$ cat src/rtl/seq_alu_if.sv
// seq_alu_if -- operation/result bundle for seq_alu.
//   master : drives in_valid, SrcA, SrcB, ALUControl, out_ready
//            observes in_ready, out_valid, ALUResult, Zero, Illegal
//   slave  : the ALU side (opposite directions)
// WIDTH must match the WIDTH of the seq_alu instance it connects to.
interface seq_alu_if #(
   parameter int WIDTH = 32
);
   logic             in_valid;
   logic             in_ready;
   logic [WIDTH-1:0] SrcA;
   logic [WIDTH-1:0] SrcB;
   logic [3:0]       ALUControl;
   logic             out_valid;
   logic             out_ready;
   logic [WIDTH-1:0] ALUResult;
   logic             Zero;
   logic             Illegal;

   modport master (
      output in_valid, SrcA, SrcB, ALUControl, out_ready,
      input  in_ready, out_valid, ALUResult, Zero, Illegal
   );

   modport slave (
      input  in_valid, SrcA, SrcB, ALUControl, out_ready,
      output in_ready, out_valid, ALUResult, Zero, Illegal
   );
endinterface

$ cat src/rtl/seq_alu.sv
// seq_alu -- sequential ALU with valid/ready handshakes.
// Single-cycle ops (add/sub/logic/compare/shift and the two unassigned
// opcodes) go IDLE -> DONE. MUL/MULHU (shift-add) and DIVU/REMU
// (restoring division) take one bit per cycle: IDLE -> BUSY (WIDTH cycles)
// -> DONE. The result is held in DONE until out_ready.
// Ports:
//   clk     : clock, rising edge
//   reset_n : asynchronous active-low reset
//   bus     : seq_alu_if.slave (operands/opcode in, result/flags out)
module seq_alu #(
   parameter int WIDTH = 32,
   parameter int SHW   = $clog2(WIDTH)
) (
   input logic       clk,
   input logic       reset_n,
   seq_alu_if.slave  bus
);

   localparam int CNT_W = $clog2(WIDTH);

   localparam logic [1:0] IDLE = 2'b00;
   localparam logic [1:0] BUSY = 2'b01;
   localparam logic [1:0] DONE = 2'b10;

   localparam logic [3:0] OP_ADD   = 4'b0000;
   localparam logic [3:0] OP_SUB   = 4'b0001;
   localparam logic [3:0] OP_AND   = 4'b0010;
   localparam logic [3:0] OP_OR    = 4'b0011;
   localparam logic [3:0] OP_XOR   = 4'b0100;
   localparam logic [3:0] OP_SLT   = 4'b0101;
   localparam logic [3:0] OP_SRL   = 4'b0110;
   localparam logic [3:0] OP_SLL   = 4'b0111;
   localparam logic [3:0] OP_SRA   = 4'b1000;
   localparam logic [3:0] OP_SLTU  = 4'b1001;
   localparam logic [3:0] OP_MUL   = 4'b1010;
   localparam logic [3:0] OP_MULHU = 4'b1011;
   localparam logic [3:0] OP_DIVU  = 4'b1100;
   localparam logic [3:0] OP_REMU  = 4'b1101;

   logic [1:0]       state;
   logic [WIDTH-1:0] result;
   logic             zero;
   logic             illegal;

   // Iterative datapath. For multiply: hi = partial product high half,
   // lo = multiplier shifting out / product low half, opnd = multiplicand.
   // For divide: hi = partial remainder, lo = dividend shifting out /
   // quotient shifting in, opnd = divisor.
   logic [WIDTH-1:0] hi;
   logic [WIDTH-1:0] lo;
   logic [WIDTH-1:0] opnd;
   logic [CNT_W-1:0] cnt;
   logic             op_div;   // 1: DIVU/REMU, 0: MUL/MULHU
   logic             op_hi;    // 1: result from hi (MULHU/REMU)

   logic [WIDTH-1:0] hi_next;
   logic [WIDTH-1:0] lo_next;
   logic [WIDTH:0]   sum;
   logic [WIDTH:0]   tmp;
   logic [WIDTH:0]   diff;
   logic [WIDTH-1:0] fin;

   logic [WIDTH-1:0] quick_res;
   logic             quick_ill;
   logic             is_multi;
   logic [SHW-1:0]   shamt;

   assign bus.in_ready  = (state == IDLE) && reset_n;
   assign bus.out_valid = (state == DONE);
   assign bus.ALUResult = result;
   assign bus.Zero      = zero;
   assign bus.Illegal   = illegal;

   // Single-cycle result, computed straight from the operands at accept.
   always_comb begin
      quick_res = '0;
      quick_ill = 1'b0;
      is_multi  = 1'b0;
      shamt     = bus.SrcB[SHW-1:0];
      case (bus.ALUControl)
         OP_ADD:   quick_res = bus.SrcA + bus.SrcB;
         OP_SUB:   quick_res = bus.SrcA - bus.SrcB;
         OP_AND:   quick_res = bus.SrcA & bus.SrcB;
         OP_OR:    quick_res = bus.SrcA | bus.SrcB;
         OP_XOR:   quick_res = bus.SrcA ^ bus.SrcB;
         OP_SLT:   quick_res = {{(WIDTH-1){1'b0}}, ($signed(bus.SrcA) < $signed(bus.SrcB))};
         OP_SRL:   quick_res = bus.SrcA >> shamt;
         OP_SLL:   quick_res = bus.SrcA << shamt;
         OP_SRA:   quick_res = WIDTH'($signed(bus.SrcA) >>> shamt);
         OP_SLTU:  quick_res = {{(WIDTH-1){1'b0}}, (bus.SrcA < bus.SrcB)};
         OP_MUL,
         OP_MULHU,
         OP_DIVU,
         OP_REMU:  is_multi  = 1'b1;
         default:  quick_ill = 1'b1;
      endcase
   end

   // One iteration of shift-add multiply or restoring division.
   always_comb begin
      hi_next = hi;
      lo_next = lo;
      sum     = '0;
      tmp     = '0;
      diff    = '0;
      if (!op_div) begin
         sum     = {1'b0, hi} + (lo[0] ? {1'b0, opnd} : '0);
         hi_next = sum[WIDTH:1];
         lo_next = {sum[0], lo[WIDTH-1:1]};
      end else begin
         // Remainder stays below the divisor, so bit WIDTH of the
         // difference is a clean borrow flag. A zero divisor never
         // borrows: quotient becomes all ones and the remainder
         // collects the dividend unchanged.
         tmp  = {hi, lo[WIDTH-1]};
         diff = tmp - {1'b0, opnd};
         if (!diff[WIDTH]) begin
            hi_next = diff[WIDTH-1:0];
            lo_next = {lo[WIDTH-2:0], 1'b1};
         end else begin
            hi_next = tmp[WIDTH-1:0];
            lo_next = {lo[WIDTH-2:0], 1'b0};
         end
      end
      fin = op_hi ? hi_next : lo_next;
   end

   always_ff @(posedge clk or negedge reset_n) begin
      if (!reset_n) begin
         state   <= IDLE;
         result  <= '0;
         zero    <= 1'b1;
         illegal <= 1'b0;
         hi      <= '0;
         lo      <= '0;
         opnd    <= '0;
         cnt     <= '0;
         op_div  <= 1'b0;
         op_hi   <= 1'b0;
      end else begin
         case (state)
            IDLE: begin
               if (bus.in_valid) begin
                  if (is_multi) begin
                     state  <= BUSY;
                     cnt    <= CNT_W'(WIDTH - 1);
                     hi     <= '0;
                     op_div <= bus.ALUControl[2];
                     op_hi  <= bus.ALUControl[0];
                     if (bus.ALUControl[2]) begin
                        lo   <= bus.SrcA;
                        opnd <= bus.SrcB;
                     end else begin
                        lo   <= bus.SrcB;
                        opnd <= bus.SrcA;
                     end
                  end else begin
                     state   <= DONE;
                     result  <= quick_res;
                     zero    <= (quick_res == '0);
                     illegal <= quick_ill;
                  end
               end
            end
            BUSY: begin
               hi  <= hi_next;
               lo  <= lo_next;
               cnt <= cnt - 1'b1;
               if (cnt == '0) begin
                  state   <= DONE;
                  result  <= fin;
                  zero    <= (fin == '0);
                  illegal <= 1'b0;
               end
            end
            DONE: begin
               if (bus.out_ready) state <= IDLE;
            end
            default: state <= IDLE;
         endcase
      end
   end

endmodule

$ cat src/flat_wrapper.sv
// flat-port wrapper written by rule: the top's interface ports become plain ports
module seq_alu_flat 
#(
   parameter int WIDTH = 32,
   parameter int SHW   = $clog2(WIDTH)
)
  (clk, reset_n, bus_in_valid, bus_SrcA, bus_SrcB, bus_ALUControl, bus_out_ready, bus_in_ready, bus_out_valid, bus_ALUResult, bus_Zero, bus_Illegal);
  seq_alu_if #(.WIDTH(WIDTH)) bus_i ();
  input logic clk;
  input logic reset_n;
  input wire logic [$bits(bus_i.in_valid)-1:0] bus_in_valid;
  input wire logic [$bits(bus_i.SrcA)-1:0] bus_SrcA;
  input wire logic [$bits(bus_i.SrcB)-1:0] bus_SrcB;
  input wire logic [$bits(bus_i.ALUControl)-1:0] bus_ALUControl;
  input wire logic [$bits(bus_i.out_ready)-1:0] bus_out_ready;
  output wire logic [$bits(bus_i.in_ready)-1:0] bus_in_ready;
  output wire logic [$bits(bus_i.out_valid)-1:0] bus_out_valid;
  output wire logic [$bits(bus_i.ALUResult)-1:0] bus_ALUResult;
  output wire logic [$bits(bus_i.Zero)-1:0] bus_Zero;
  output wire logic [$bits(bus_i.Illegal)-1:0] bus_Illegal;
  assign bus_i.in_valid = bus_in_valid;
  assign bus_i.SrcA = bus_SrcA;
  assign bus_i.SrcB = bus_SrcB;
  assign bus_i.ALUControl = bus_ALUControl;
  assign bus_i.out_ready = bus_out_ready;
  assign bus_in_ready = bus_i.in_ready;
  assign bus_out_valid = bus_i.out_valid;
  assign bus_ALUResult = bus_i.ALUResult;
  assign bus_Zero = bus_i.Zero;
  assign bus_Illegal = bus_i.Illegal;
  seq_alu #(.WIDTH(WIDTH), .SHW(SHW)) u_core (.clk(clk), .reset_n(reset_n), .bus(bus_i));
endmodule
$ cat config.mk
export PLATFORM = sky130hd
export DESIGN_NAME = seq_alu_flat
export DESIGN_NICKNAME = d
export VERILOG_FILES = /design/src/rtl/seq_alu_if.sv /design/src/rtl/seq_alu.sv /design/src/flat_wrapper.sv
export SDC_FILE = /design/constraint.sdc
export NUM_CORES = 1
export LEC_CHECK = 0
export ABC_AREA = 1
export ABC_CLOCK_PERIOD_IN_PS = 4700
export CAP_MARGIN = 40
export CORE_MARGIN = 3
export CORE_UTILIZATION = 40
export CTS_CLUSTER_SIZE = 12
export DETAILED_ROUTE_END_ITERATION = 8
export PLACE_DENSITY = 0.59
export SYNTH_ARGS = -nofsm -noshare
export SYNTH_HDL_FRONTEND = slang
export SYNTH_SLANG_ARGS = --single-unit
$ cat constraint.sdc
create_clock -name clk -period 4.7 [get_ports clk]
set_clock_uncertainty 0.2 [all_clocks]
set_input_delay 0.705 -clock clk [delete_from_list [all_inputs] [get_ports clk]]
set_output_delay 0.705 -clock clk [all_outputs]
set_load 0.1 [all_outputs]
==> summary.txt <==
Outcome
  • Result of the run: completed

Cells and area
  • Share of cells above drive strength 1: 8.60%
  • Number of nets in the layout: around 4600
  • Final Cell Area: approximately 27000 µm²
  • Area delta synth->final: 19.0%

Synthesis
  • Adder-cell area share of the yosys netlist: about a tenth
  • Simple-gate share of the synthesized area: 44.8%
  • Leading post-synthesis cells by instance count: sky130_fd_sc_hd__nand2_1 (1421), sky130_fd_sc_hd__inv_1 (549), sky130_fd_sc_hd__nand3_1 (516)
  • Mapped Avg Cell Area: ~5.5 µm²
  • Area share of xor/xnor cells in the synthesized design: 0.771%
  • Post-synth design cell area: 22700 µm²
  • Synth async-reset ratio: 100%
  • Share of synthesized area spent on multiplexers: 0%
  • Synth area leader: sky130_fd_sc_hd__nand2_1
  • Biggest area contributors in the synthesized netlist: sky130_fd_sc_hd__nand2_1 (23%), sky130_fd_sc_hd__dfrtp_1 (15%), sky130_fd_sc_hd__nand3_1 (11%)
  • Net count after synthesis: between 4000 and 5000
  • Complex-gate fraction of the synthesized area: about 17%
  • Synthesis-stage register bit count: ~140
  • Largest family of logic cells by synthesized area: simple AND/OR/NAND/NOR gates
  • Number of synthesized flops with an enable pin: 0
  • Synth Warn #: 0
  • Cells after Synth: 4148
  • Proportion of netlist area held by the largest area contributor: between 20% and 30%
  • Cell with the most instances after synthesis: sky130_fd_sc_hd__nand2_1
  • Sequential fraction of the synthesis area: 15.3%
  • Prevailing post-synth register cell: sky130_fd_sc_hd__dfrtp_1
  • Synth unique cells: 56

Clocking
  • Clock root cell: sky130_fd_sc_hd__clkbuf_16
  • H-tree level count: 4
  • Max Buffers Root-to-Sink: 2
  • Clock sinks: around 140
  • TritonCTS clock tree: done
  • Clock edge transition at the registers on the reported setup and hold paths: 0.07 ns
  • Clock Latency Late Sink: 0.46 ns
  • Clock buffers created by TritonCTS: 17

Global route
  • Wire length of the first global-routing pass: between 150000 and 200000 µm
  • Overflow left after global routing: 0
  • Number of antenna violations at the first check in global routing: 5
  • Via count of the first global-routing pass: 27600
  • Largest net degree at the start of global routing: 93
  • Gr usage total: a little over two fifths

Drt
  • Post-DR vias/cell: between 5 and 6
  • Number of iterations in the first detailed-routing pass: 7
  • Via count: around 30000
  • Number of nets with antenna violations after routing: 0
  • Post-detailed-route DRC marker count: 0
  • Total wirelength of the detailed-routed design: 130000 µm
  • Initial DRC Count: 3751
  • Routed len/inst: approximately 25 µm

Power
  • Internal power component: 0.00586 W
  • Clock group share of total power: ~9.2%
  • Leak: approximately 14 nW
  • Net switching power: 0.00869 W
  • Seq pwr share: around 14%
  • Worst IR drop on VDD: between 0.3 and 0.4 mV
  • Switching part of the total power: between 50% and 60%
  • Power density normalized to cell area: approximately 540 nW/µm²
  • Part of the power in combinational logic: 76.3%

Worst setup path
  • Data required time at the worst endpoint: roughly 4.9 ns
  • Top cell family by delay on the critical path: simple AND/OR/NAND/NOR gates
  • Crit path DAT: 4.65 ns
  • Capture point of the worst reg-to-reg path: u_core.bus.Zero$_DFFE_PN1P_
  • Cell chain of the critical path: clkdlybuf4s50_1, inv_1, ha_1, inv_1, fa_1, buf_4, xor2_1, nor2_1, nor4_1, a21boi_1, nand2_1, nor2_1, nand2_1, nor2_1, nand3_1, nand2_1, inv_2, a21oi_2
  • Slowest cell delay on critical path: 0.62 ns
  • Buffers and inverters on the worst path: 5
  • Cell type of the slowest stage on the worst timing path: sky130_fd_sc_hd__a21boi_1
  • Crit path launch type: input pin
  • Critical path start-end classification: input pin to flop
  • Setup slack, reg-to-reg: roughly 0.32 ns
  • CP endpoint kind: flop
  • Critical register-to-register path startpoint: u_core.lo[31]$_DFFE_PN0P_
  • Start point of the critical path: bus_SrcA[0]
  • Maximum fanout along the worst path: 5
  • Worst Reg2Reg Path Length in Cells: 23

Timing
  • Actual transition at the worst max-transition pin: between 0.9 and 1 ns
  • Relative max-transition margin: roughly a third
  • Tmin final: 4.45 ns
  • Number of failing hold endpoints at the final stage: 0
  • Final setup violation count: 0
  • Max Fclk: between 0.2 and 0.25 GHz
  • Max-slew violation total from the final report: 0
  • Final clock period utilization by the worst path: between 90 and 100%
  • Setup repair after global routing missed its margin: false
  • Worst hold slack across all endpoints: around 0.28 ns
  • Sum of negative setup slack: 0 ns

Die
  • Initial standard-cell utilization of the core: about two fifths
  • Total die area: approximately 60000 µm²
  • Vertical die dimension: ~240 µm
  • Die width: 244 µm
  • Floorplan core area: approximately 56000 µm²
  • # IOs: between 100 and 150
  • Core Rows: 86

Hold path
  • End point of the worst hold path: u_core.bus.ALUResult[14]$_DFFE_PN0P_
  • Path type of the worst min-delay path: flop to flop
  • Hold wc startpoint: u_core.bus.ALUResult[14]$_DFFE_PN0P_
  • Hold-critical path depth: 2

Placed design
  • Placement-stage cell area: 26500 µm²
  • Placed wire-length estimate: around 110000 µm
  • Routability cong.: between 1 and 1.5
  • Port Buffers: 107

Run
  • Max cap viols: 0
-- state kept, by name, summed over array words and instances, names as in the netlist --
name                  flops
u_core.opnd              32
u_core.state              2
u_core.bus.Zero           1
u_core.op_div             1
u_core.hi                32
u_core.bus.ALUResult     32
u_core.bus.Illegal        1
u_core.lo                32
u_core.cnt                5
u_core.op_hi              1
-- placed cells by master (no fill, tap or decap), types with 8 or more instances in the layout --
cell and instances:
sky130_fd_sc_hd__inv_1 547, sky130_fd_sc_hd__inv_2 11, sky130_fd_sc_hd__o22ai_1 18, sky130_fd_sc_hd__nand2_1 1421
sky130_fd_sc_hd__buf_4 217, sky130_fd_sc_hd__buf_12 10, sky130_fd_sc_hd__a22o_1 18, sky130_fd_sc_hd__clkbuf_16 17
sky130_fd_sc_hd__nand3b_1 25, sky130_fd_sc_hd__buf_16 10, sky130_fd_sc_hd__a21oi_1 217, sky130_fd_sc_hd__o21ai_1 10
sky130_fd_sc_hd__ha_1 166, sky130_fd_sc_hd__xor2_1 8, sky130_fd_sc_hd__buf_8 27, sky130_fd_sc_hd__nand4_1 35
sky130_fd_sc_hd__dfrtp_1 137, sky130_fd_sc_hd__xnor2_1 12, sky130_fd_sc_hd__clkdlybuf4s50_1 102, sky130_fd_sc_hd__o21ai_0 276
sky130_fd_sc_hd__nor3_1 34, sky130_fd_sc_hd__or2_2 23, sky130_fd_sc_hd__o211ai_1 76, sky130_fd_sc_hd__nor2_1 297
sky130_fd_sc_hd__o21bai_1 19, sky130_fd_sc_hd__nand3_2 11, sky130_fd_sc_hd__nand3_1 515, sky130_fd_sc_hd__and2_1 10
-- power groups by stage --
stage / combinational, W / clock, W / sequential, W
floorplan: 0.00623 / 0 / 0.00278
global placement: 0.0103 / 0 / 0.00211
detailed placement: 0.0108 / 0 / 0.00211
CTS: 0.0109 / 0.00135 / 0.00210
global route: 0.0120 / 0.00140 / 0.00216
finish: 0.0111 / 0.00134 / 0.00211
-- tightest hold or removal path: stages, from the launching register on --
cell	delay (ns)
sky130_fd_sc_hd__dfrtp_1	0.35
sky130_fd_sc_hd__nand2_1	0.05
sky130_fd_sc_hd__nand2_1	0.05
-- what timing repair did --
action,4_1_cts,5_1_grt
endpoints found under the hold margin,24,0
resized for setup,0,0
hold buffers,1,0
setup endpoints to repair,0,0
buffers inserted,0,0
-- stage by stage --
| stage | std cells | power [W] | worst slack (ns) | utilization [%] |
|---|---|---|---|---|
| 2_1_floorplan | 4148 | 0.00901 | 1.09 | - |
| 3_3_place_gp | 5052 | 0.0124 | -0.112 | 46.4 |
| 3_5_place_dp | 5089 | 0.0129 | -0.0935 | 47.6 |
| 4_1_cts | 5122 | 0.0143 | 0.378 | 48.6 |
| 5_1_grt | 5122 | 0.0155 | 0.225 | 48.6 |
| 6_report | 5124 | 0.0146 | 0.246 | 48.6 |
-- worst max-delay path by stage --
stage | slack, ns | depth (start not counted) | endpoint
after floorplan | 1.09 | 24 | u_core.bus.Zero$_DFFE_PN1P_
after global placement | -0.11 | 20 | u_core.bus.Zero$_DFFE_PN1P_
after detailed placement | -0.09 | 22 | u_core.bus.Zero$_DFFE_PN1P_
after CTS | 0.38 | 22 | u_core.bus.Zero$_DFFE_PN1P_
after global routing | 0.22 | 22 | u_core.bus.Zero$_DFFE_PN1P_
final | 0.25 | 18 | u_core.bus.Zero$_DFFE_PN1P_
-- cells by family (layout without fill, tap and decap cells) --
logic type,Yosys count,count (layout)
and+or+nand+nor,2404,2404
buffers and inverters,737,963
DFF,139,139
xor gates and xnor gates,20,20
adders and majority gates,170,170
AOI/OAI and AO/OA,678,678
other,0,2
-- metal layers --
layer,track usage [%],vias up,routed length [µm]
met5,0,-,32
met4,30.7,6,11500
met3,6.81,393,11500
met2,69.2,1613,58700
met1,50.4,13600,48600
li1,-,13900,-
-- area by class of cell --
class                      count  area (µm²)
clock inverter                14         131
timing repair buffer         370        3560
antenna                        2        5.00
inverter                     561        2110
multi-input combinational   3272       16400
clock buffer                  18         429
tap                          748         936
sequential                   139        3480
fill                        6184       28600
No activity file was read; power rests on OpenSTA's default activity.
